$ cat config.mk
export PLATFORM = sky130hd
export DESIGN_NAME = hs_chk_channel
export DESIGN_NICKNAME = d
export VERILOG_FILES = /design/src/rtl/hs_chk_pkg.sv /design/src/rtl/hs_chk_channel.sv
export SDC_FILE = /design/constraint.sdc
export NUM_CORES = 1
export LEC_CHECK = 0
export CORE_MARGIN = 3
export CORE_UTILIZATION = 55
export DETAILED_ROUTE_END_ITERATION = 10
export PLACE_DENSITY = 0.84
export SYNTH_ARGS = -nofsm -noshare
export SYNTH_HDL_FRONTEND = slang
export SYNTH_SLANG_ARGS = --single-unit
$ cat constraint.sdc
create_clock -name clk -period 4.9 [get_ports clk]
set_clock_uncertainty 0.2 [all_clocks]
set_input_delay 0.98 -clock clk [delete_from_list [all_inputs] [get_ports clk]]
set_output_delay 0.98 -clock clk [all_outputs]
set_load 0.02 [all_outputs]
$ cat src/rtl/hs_chk_pkg.sv
// Shared types and constants for the valid/ready handshake checker.
package hs_chk_pkg;

  // Per-channel protocol tracking states
  typedef enum logic [1:0] {
    IDLE      = 2'd0,
    PENDING   = 2'd1,
    TIMED_OUT = 2'd2
  } hs_state_e;

  // Bit positions inside a channel's error-pulse vector
  localparam int ERR_DROP = 0;
  localparam int ERR_DATA = 1;
  localparam int ERR_TO   = 2;
  localparam int ERR_W    = 3;

endpackage : hs_chk_pkg

$ cat src/rtl/hs_chk_channel.sv
// One monitored valid/ready channel: protocol FSM, stall counter, payload
// capture, registered error pulses, sticky flag and saturating error count.
module hs_chk_channel
  import hs_chk_pkg::*;
#(
  parameter int DATA_W  = 8,
  parameter int TIMEOUT = 16,
  parameter int CNT_W   = 8
) (
  input  logic              clk,
  input  logic              rst_n,
  input  logic              enable,
  input  logic              clear,
  input  logic              valid,
  input  logic              ready,
  input  logic [DATA_W-1:0] data,
  output logic              err_drop,
  output logic              err_data,
  output logic              err_timeout,
  output logic              err_sticky,
  output logic [CNT_W-1:0]  err_cnt
);

  localparam int                   STALL_W   = $clog2(TIMEOUT + 32'd1);
  localparam logic [STALL_W-1:0]   STALL_ONE = {{(STALL_W-1){1'b0}}, 1'b1};
  localparam logic [STALL_W-1:0]   STALL_LIM = STALL_W'(TIMEOUT);
  localparam logic [CNT_W-1:0]     CNT_MAX   = {CNT_W{1'b1}};

  hs_state_e          state_r, state_nxt_s;
  logic [STALL_W-1:0] stall_r, stall_nxt_s, stall_inc_s;
  logic [DATA_W-1:0]  cap_r, cap_nxt_s;
  logic [ERR_W-1:0]   err_r, err_nxt_s;
  logic               sticky_r, sticky_nxt_s;
  logic [CNT_W-1:0]   cnt_r, cnt_nxt_s;

  // Next-state decode: which error (if any) this sample raises and where the FSM goes
  always_comb begin
    state_nxt_s = state_r;
    stall_nxt_s = stall_r;
    cap_nxt_s   = cap_r;
    err_nxt_s   = {ERR_W{1'b0}};
    stall_inc_s = stall_r + 1'b1;
    if (!enable) begin
      state_nxt_s = IDLE;
      stall_nxt_s = {STALL_W{1'b0}};
    end else begin
      case (state_r)
        IDLE: begin
          if (valid && !ready) begin
            state_nxt_s = PENDING;
            stall_nxt_s = STALL_ONE;
            cap_nxt_s   = data;
          end else begin
            stall_nxt_s = {STALL_W{1'b0}};
          end
        end
        PENDING: begin
          if (!valid) begin
            err_nxt_s[ERR_DROP] = 1'b1;
            state_nxt_s         = IDLE;
            stall_nxt_s         = {STALL_W{1'b0}};
          end else if (ready) begin
            state_nxt_s = IDLE;
            stall_nxt_s = {STALL_W{1'b0}};
          end else begin
            err_nxt_s[ERR_DATA] = (data != cap_r);
            cap_nxt_s           = data;
            stall_nxt_s         = stall_inc_s;
            if (stall_inc_s == STALL_LIM) begin
              err_nxt_s[ERR_TO] = 1'b1;
              state_nxt_s       = TIMED_OUT;
            end else begin
              err_nxt_s[ERR_TO] = 1'b0;
            end
          end
        end
        TIMED_OUT: begin
          // Already reported; wait quietly for the transaction to end either way
          if (!valid || ready) begin
            state_nxt_s = IDLE;
            stall_nxt_s = {STALL_W{1'b0}};
          end else begin
            state_nxt_s = TIMED_OUT;
          end
        end
        default: begin
          state_nxt_s = IDLE;
          stall_nxt_s = {STALL_W{1'b0}};
        end
      endcase
    end
  end

  // Sticky flag and saturating counter; clear beats a same-cycle error
  always_comb begin
    sticky_nxt_s = sticky_r;
    cnt_nxt_s    = cnt_r;
    if (clear) begin
      sticky_nxt_s = 1'b0;
      cnt_nxt_s    = {CNT_W{1'b0}};
    end else if (|err_nxt_s) begin
      sticky_nxt_s = 1'b1;
      if (cnt_r != CNT_MAX) begin
        cnt_nxt_s = cnt_r + 1'b1;
      end else begin
        cnt_nxt_s = cnt_r;
      end
    end else begin
      sticky_nxt_s = sticky_r;
    end
  end

  // Single state register for FSM, stall counter, capture and all outputs
  always_ff @(posedge clk or negedge rst_n) begin
    if (!rst_n) begin
      state_r  <= IDLE;
      stall_r  <= {STALL_W{1'b0}};
      cap_r    <= {DATA_W{1'b0}};
      err_r    <= {ERR_W{1'b0}};
      sticky_r <= 1'b0;
      cnt_r    <= {CNT_W{1'b0}};
    end else begin
      state_r  <= state_nxt_s;
      stall_r  <= stall_nxt_s;
      cap_r    <= cap_nxt_s;
      err_r    <= err_nxt_s;
      sticky_r <= sticky_nxt_s;
      cnt_r    <= cnt_nxt_s;
    end
  end

  assign err_drop    = err_r[ERR_DROP];
  assign err_data    = err_r[ERR_DATA];
  assign err_timeout = err_r[ERR_TO];
  assign err_sticky  = sticky_r;
  assign err_cnt     = cnt_r;

endmodule : hs_chk_channel

# Yosys cells after proc, flatten, opt, wreduce, memory -nomap -nowiden
# Cells that the tools add are included.
# word_totals
ff_bits	27
in_bits	14
output_inout_bits	12
wordCells	59
# classes
addsub	2
n_eq_ne	11
muxes	28
n_reduce_logical	12
# op_table
op	count
2-to-1 mux 8 bit	6
2-to-1 mux 5 bit	4
2-to-1 mux 2 bit	8
one-hot mux 8 bit (2 select lines)	1
one-hot mux 5 bit (3 select lines)	1
adder 8 x 1 -> 8 bit (second input constant)	1
inequality test 8 bit	1
inequality test 8 bit (second input constant)	1
2-to-1 mux 3 bit	2
inequality test 2 bit (second input constant)	3
inequality test 3 bit (second input constant)	2
one-hot mux 2 bit (3 select lines)	1
nonzero test 2 bit	3
adder 5 x 1 -> 5 bit (second input constant)	1
== test 5 bit (second input constant)	1
2-to-1 mux 1 bit	5
inequality test 5 bit (second input constant)	1
AND reduction 5 bit	1
AND reduction 2 bit	2
OR reduction 3 bit	1
== test 2 x 1 -> 1 bit (second input constant)	1
== test 2 bit (second input constant)	1
logical NOT 1 bit	2
logical NOT 2 bit	1
2 further kinds	2

# Depth between registers and ports, before layout
# Gate-level depths: netlist of the first run.
# depth
word_depth	10
ltp_mapped	8
depth_no_buf	7

# Worst setup path after synthesis of the first run
# Ideal clock, no wire load.
# synth_timing
path_type	input -> register
startpoint	input ready
endpoint	register cnt_r[3], in the netlist err_cnt[3]
setup_time_ns	0.125
t_arrival_ns	2.369
t_required_ns	4.575
slack_ns	2.206
cell_stages	7
path_buffers	1
cell_sequence	nand3b_2 > nor2_1 > a21boi_1 > o31a_1 > buf_6 > and3_4 > mux2_4
# synth_via
elab_chain_cells	7
# synth_rtl
element	line_no	text
start, declared	hs_chk_channel.sv:15	input logic ready,
2-to-1 mux 2 bit	hs_chk_channel.sv:62	end else if (ready) begin
2-to-1 mux 2 bit	hs_chk_channel.sv:58	if (!valid) begin
2-to-1 mux 3 bit	hs_chk_channel.sv:47	case (state_r)
2-to-1 mux 3 bit	hs_chk_channel.sv:43	if (!enable) begin
via err_nxt_s[1]	hs_chk_channel.sv:32	logic [ERR_W-1:0] err_r, err_nxt_s;
OR reduction 3 bit	hs_chk_channel.sv:101	end else if (|err_nxt_s) begin
nonzero test 2 bit (no line)	n/a	
AND reduction 2 bit (no line)	n/a	
end signal, assigned	hs_chk_channel.sv:121	cnt_r <= {CNT_W{1'b0}};
end signal, assigned	hs_chk_channel.sv:128	cnt_r <= cnt_nxt_s;
end, declared	hs_chk_channel.sv:34	logic [CNT_W-1:0] cnt_r, cnt_nxt_s;
# The timed path passes the listed nets, and every way through them passes these cells.
# A chain may end at the register's enable or synchronous reset.

# Worst setup path in the final report of the first run
# layout_timing
startpoint	input valid
endpoint	register cnt_r[3], in the netlist err_cnt[3]
# layout_via
elab_chain_cells	6
elab_cells_between_ends	7
cone_classes	mux: 4; reduce/logical: 3
# layout_rtl
element	line_no	text
start, declared	hs_chk_channel.sv:14	input logic valid,
2-to-1 mux 2 bit	hs_chk_channel.sv:58	
2-to-1 mux 3 bit	hs_chk_channel.sv:47	
2-to-1 mux 3 bit	hs_chk_channel.sv:43	
via err_nxt_s[1]	hs_chk_channel.sv:32	
OR reduction 3 bit	hs_chk_channel.sv:101	
nonzero test 2 bit (no line)	n/a	
AND reduction 2 bit (no line)	n/a	
# The timed path passes the listed nets, and every way through them passes these cells.

==> metrics.yaml, run 1 <==
logic_synthesis:
  synth_nets: 137
  avgSynthCellArea_um2: 11.4
  synth-seq-area-share_pct: 49.2
  synth_top_area_share_pct: 49.2
  yosysTopAreaCell: "dfrtp_1"
  async_reset_ff_share_pct: 100
  synth_cell_type_count: 44
  synth_seq_cells: 27
  yosysWarnings: 0
  synth_ff_type: "dfrtp_1"
  synth_area_um2: 1370
  synth_enable_flop_cells: 0
  synthCells: 120
  synth.area.top_cells: "dfrtp_1, mux2_2, xor2_1, nor2_1, ha_1"
cts:
  clk_path_buf_depth: 2
  ctsHoldBuffers: 0
  cts_tree: "built"
  cts.sinks: 27
  insertion_delay_ns: 0.33
  h-tree-depth: 1
  clk_pin_slew_ns: 0.15
  numCtsBuffers: 3
  post-cts-setup-buffers: 0
  cts_resized: 0
  ctsRootBufferMaster: "clkbuf_4"
place:
  gp_congestion: 0.793
  dp_hpwl_um: 2010
  portBuffers: 25
  dp_cells: 172
floorplan:
  die-area_um2: 3130
  core_area_um2: 2300
  pin_count: 26
  die_w_um: 56.0
  start_util_pct: 59.7
  die_h_um: 56.0
  std_cell_rows: 17
sta:
  tightest_slew_ns: 0.691
  tns_ns: 0
  timing.hold.ws_ns: 0.326
  hold_viol: 0
  fin_crit_sh_pct: 63.5
  rsz0062_at_grt: "false"
  relSlewSlack_pct: 53.7
  finalWorstPathRequiredPeriod_ns: 3.11
  slew_violations: 0
  setup_viol: 0
  maxClockFrequency_mhz: 322
cells_and_area:
  fillers: 181
  area_growth_pct: 22.1
  final_cells: 176
  drive_above_1_share_pct: 14.9
  finish.utilization_pct: 72.9
  nets: 166
  antenna_cells: 0
worst_setup_path:
  path_class: "input pin to register"
  required_ns: 4.94
  crit_arrival_ns: 3.15
  worstSetupEndpointType: "register"
  critPathMaxFanout: 9
  start_kind: "input pin"
routing:
  drt_iter0_markers: 29
  dr_total_vias: 1049
  ant_nets: 0
  via_per_inst: 5.96
  routedWlPerCell_um: 15.1
  totalWireLength_um: 2660
  drc: 0
  drt-pass1-iter-count: 4
pwr:
  power.density_nw_per_um2: 239
  vdd_drop_max_uv: 276
  total_leakage_power_uw: 0.000737
global_routing:
  grt_usage_pct: 18.9
  first_global_vias: 1051
  grt_max_degree: 28
  grt_pass1_wl_um: 4620
  antenna_found_initial: 0
  grt.overflow.total: 0
worst_hold_path:
  min_path_type: "register to register"
run_status:
  status: "finished clean"
run:
  cap_viol_max_count: 0
[layout by cell type (no fill, tap or decap), types with 2 or more instances in the layout]
cell type,Yosys,routed
a21oi_1,4,4
a22oi_1,2,2
and4_1,2,2
clkbuf_4,0,3
clkdlybuf4s50_1,0,25
dfrtp_1,27,27
ha_1,3,3
mux2_2,9,9
nand2b_1,2,2
nand3_1,3,3
nand4_1,2,2
nor2_1,16,16
nor2b_1,4,4
nor3_1,2,2
nor4_1,3,3
o21ai_0,2,2
xnor2_1,2,2
xor2_1,9,9
[worst paths after layout]
check	start	endpoint	slack, ns	depth (start not counted)
worst max-delay path	valid	err_cnt[3]	1.79	7
worst min-delay path	state_r[0]	stall_r[0]	0.33	1
worst max register to register	stall_r[0]	err_cnt[3]	2.21	7
worst min register to register	state_r[0]	stall_r[0]	0.33	1
max in group asynchronous	rst_n	state_r[1]	3.43	2
min in group asynchronous	rst_n	err_cnt[3]	0.81	2
[kinds of logic (layout without fill, tap and decap cells)]
| family | Yosys count | in the layout | share of synthesized area, % |
|---|---|---|---|
| compound gates | 20 | 20 | 11.2 |
| xor+xnor | 11 | 11 | 7.02 |
| fa+ha+maj | 3 | 3 | 2.74 |
| buf+inv | 3 | 31 | 1.46 |
| flops | 27 | 27 | 49.2 |
| mux | 12 | 12 | 10.0 |
| simple gates | 44 | 44 | 18.3 |
[area by class of cell]
cell class / instances / area, um2 / share of cell area, %
timing repair buffer: 26 / 258 / 15.4
tap: 28 / 35.0 / 2.09
inverter: 1 / 3.75 / 0.224
sequential: 27 / 676 / 40.3
multi-input combinational: 90 / 677 / 40.4
clock buffer: 4 / 26.3 / 1.57
[routing by layer]
metal,part of all wire (%),vias up,GRT usage [%],wire length (um)
li1,-,491,-,-
met1,43,528,22.4,1140
met2,52,25,33.8,1370
met3,3.5,5,2.78,93
met4,2.0,0,8.47,53
met5,0,-,0,0
[Yosys cell counts, types with 2 or more instances]
master / number
mux2_2: 9
nor2_1: 16
nand4_1: 2
xor2_1: 9
a22oi_1: 2
o21ai_0: 2
dfrtp_1: 27
and4_1: 2
nand3_1: 3
nor3_1: 2
nor2b_1: 4
nand2b_1: 2
ha_1: 3
nor4_1: 3
xnor2_1: 2
a21oi_1: 4
[power by group]
group	total (uW)	internal, uW	switching (uW)
Clock	99.4	32.0	67.5
Sequential	247	237	10.1
Combinational	53.9	31.1	22.8
[through the flow]
step | total power [uW] | worst slack, ns | instance area, um2
after floorplan | 281 | 2.21 | 1370
after global placement | 303 | 1.54 | 1650
after detailed placement | 306 | 1.47 | 1650
after CTS | 404 | 1.82 | 1680
after global routing | 417 | 1.68 | 1680
final | 400 | 1.79 | 1680
[sequential cells by signal, indices dropped and copies added (netlist names)]
name	flops
err_sticky	1
err_cnt	8
cap_r	8
err_r	3
state_r	2
stall_r	5
[worst max-delay path, cell delays in order]
cell,delay (ns)
clkdlybuf4s50_1,0.50
nand3b_2,0.19
nor2_1,0.21
a21boi_1,0.32
o31a_1,0.40
and3_4,0.26
mux2_4,0.29
No activity file was read; power rests on OpenSTA's default activity.
==> run 2, diff against run 1 <==
CORE_UTILIZATION = 51   (was 55)
PLACE_DENSITY = 0.78   (was 0.84)
clock period = 2.9 ns   (was 4.9 ns; I/O delays follow)
==> run 2 against run 1 <==
Compared with the run above: non-clock buffer count up 4; worst setup slack got worse by 1.4 ns; via count decreased by 0.86%; global-route usage decreased by 1.4 points; sequential power is 69% higher; critical path depth unchanged; critical endpoint unchanged; largest cell class unchanged.
==> metrics.yaml, run 2 (synthesized netlist as in run 1, its figures left out) <==
worst_hold_path:
  min_path_type: "register to register"
floorplan:
  die_h_um: 57.9  # +3.4%
  pin_count: 26  # unchanged
  core_area_um2: 2520  # +9.8%
  std_cell_rows: 18  # +1
  start_util_pct: 54.4  # -5.3 points
  die-area_um2: 3350  # +7.0%
  die_w_um: 57.9  # +3.4%
worst_setup_path:
  path_class: "register to register"
  critPathTopFamily: "compound AO/OA/AOI/OAI gates"
  critPathMaxFanout: 8  # -1
  crit_path_top_delay_cell: "dfrtp_1"
  crit_arrival_ns: 2.56  # -0.59 ns
  crit_buf_inv: 0  # -1
  start_kind: "register"
  required_ns: 2.92  # -2.02 ns
  worstSetupEndpointType: "register"
  cp_cell_sequence: "ha_1, nand3_1, xnor2_1, o2111a_2, o31a_1, and3_4, mux2_4"
  critical_path.max_stage_delay_ns: 0.53  # +0.03 ns
pwr:
  p_int_uw: 508  # +70%
  pwr-share-clk_pct: 23.7  # -1.1 points
  total_leakage_power_uw: 0.000758  # +2.8%
  vdd_drop_max_uv: 433  # +57%
  swShare_pct: 24.0  # -1.1 points
  p_seq_share_pct: 62.3  # +0.6 points
  p_sw_uw: 160  # +60%
  total_power_uw: 669  # +67%
  power.density_nw_per_um2: 392  # +64%
  combPwrFrac_pct: 13.9  # +0.4 points
routing:
  ant_nets: 0  # unchanged
  drt_iter0_markers: 24  # -17%
  drc: 0  # unchanged
  via_per_inst: 5.71  # -4.1%
  routedWlPerCell_um: 14.7  # -2.6%
  drt-pass1-iter-count: 4  # unchanged
  dr_total_vias: 1040  # -0.86%
  totalWireLength_um: 2680  # +0.71%
cts:
  post-cts-setup-buffers: 0  # unchanged
  cts.sinks: 27  # unchanged
  numCtsBuffers: 3  # unchanged
  clk_path_buf_depth: 2  # unchanged
  ctsRootBufferMaster: "clkbuf_4"
  insertion_delay_ns: 0.32  # about the same
  h-tree-depth: 1  # unchanged
  clk_pin_slew_ns: 0.13  # -0.02 ns
  cts_resized: 0  # unchanged
  cts_tree: "built"
  ctsHoldBuffers: 0  # unchanged
global_routing:
  grt_max_degree: 28  # unchanged
  antenna_found_initial: 0  # unchanged
  grt.overflow.total: 0  # unchanged
  grt_usage_pct: 17.5  # -1.4 points
  grt_pass1_wl_um: 4560  # -1.2%
  first_global_vias: 1098  # +4.5%
place:
  portBuffers: 25  # unchanged
  gp_congestion: 0.812  # +2.4%
  dp_hpwl_um: 2120  # +5.5%
  pre_cts_slack_ns: 0.0584  # -1.41 ns
sta:
  fin_crit_sh_pct: 87.6
  finalWorstPathRequiredPeriod_ns: 2.54
  timing.final.ws_setup_ns: 0.361  # -1.43 ns
  maxClockFrequency_mhz: 394
  hold_viol: 0  # unchanged
  tightest_slew_ns: 0.457  # -0.234 ns
  rsz0062_at_grt: "false"
  tns_ns: 0  # unchanged
  setup_viol: 0  # unchanged
  relSlewSlack_pct: 69.4  # +16 points
  slew_violations: 0  # unchanged
run:
  cap_viol_max_count: 0  # unchanged
cells_and_area:
  area_growth_pct: 24.4
  drive_above_1_share_pct: 17.1  # +2.2 points
  fillers: 210  # +16%
  antenna_cells: 0  # unchanged
  nets: 170  # +2.4%
  layout_commonest_cell: "dfrtp_1"
  seqCellArea_um2: 676  # unchanged
  multi_input_area_um2: 677  # unchanged
  layout_common_cells: "dfrtp_1, clkdlybuf4s50_1, nor2_1"
run_status:
  status: "finished clean"
==> run 2: final cells by class <==
class / count / share of cell area, %
Sequential cell: 27 / 39.6
Multi-Input combinational cell: 90 / 39.6
Timing Repair Buffer: 30 / 16.8
Tap cell: 30 / 2.20
Clock buffer: 4 / 1.54
Inverter: 1 / 0.220
==> run 2: final timing paths <==
check / endpoint / slack [ns] / cells after the start / from
min in group asynchronous: stall_r[1] / 0.41 / 2 / rst_n
worst min register to register: stall_r[0] / 0.33 / 1 / state_r[0]
worst max register to register: err_cnt[3] / 0.36 / 7 / stall_r[0]
worst min-delay path: stall_r[0] / 0.33 / 1 / state_r[0]
worst max-delay path: err_cnt[3] / 0.36 / 7 / stall_r[0]
max in group asynchronous: err_r[0] / 1.83 / 2 / rst_n
==> run 2: worst register-to-register path: stages, from the launching register on <==
cell and delay, ns:
dfrtp_1 0.53, ha_1 0.29, nand3_1 0.12, xnor2_1 0.24, o2111a_2 0.30, o31a_1 0.25
and3_4 0.22, mux2_4 0.30
==> run 2: stage by stage <==
| stage | std cells | area (um2) | hold WS [ns] | utilization [%] |
|---|---|---|---|---|
| floorplan | 120 | 1370 | 0.0844 | - |
| global route | 182 | 1710 | 0.355 | 67.7 |
| finish | 182 | 1710 | 0.327 | 67.7 |
| CTS | 182 | 1710 | 0.330 | 67.7 |
| global placement | 178 | 1680 | 0.295 | 66.7 |
| detailed placement | 178 | 1680 | 0.313 | 66.7 |
==> run 2: metal layers <==
metal | global-route usage, % | share of wire [%] | wire (um) | vias up
met5 | 0 | 0 | 0 | -
met4 | 5.96 | 1.9 | 52 | 0
met3 | 2.90 | 2.7 | 73 | 6
met2 | 33.5 | 56 | 1490 | 17
met1 | 19.2 | 40 | 1060 | 514
li1 | - | - | - | 503
==> run 2: power by group through the flow <==
stage | Sequential (uW) | Clock (uW) | Combinational (uW)
global route | 420 | 181 | 103
floorplan | 422 | 0 | 51.8
detailed placement | 425 | 0 | 94.5
finish | 417 | 159 | 93.2
CTS | 417 | 165 | 95.0
global placement | 423 | 0 | 91.4
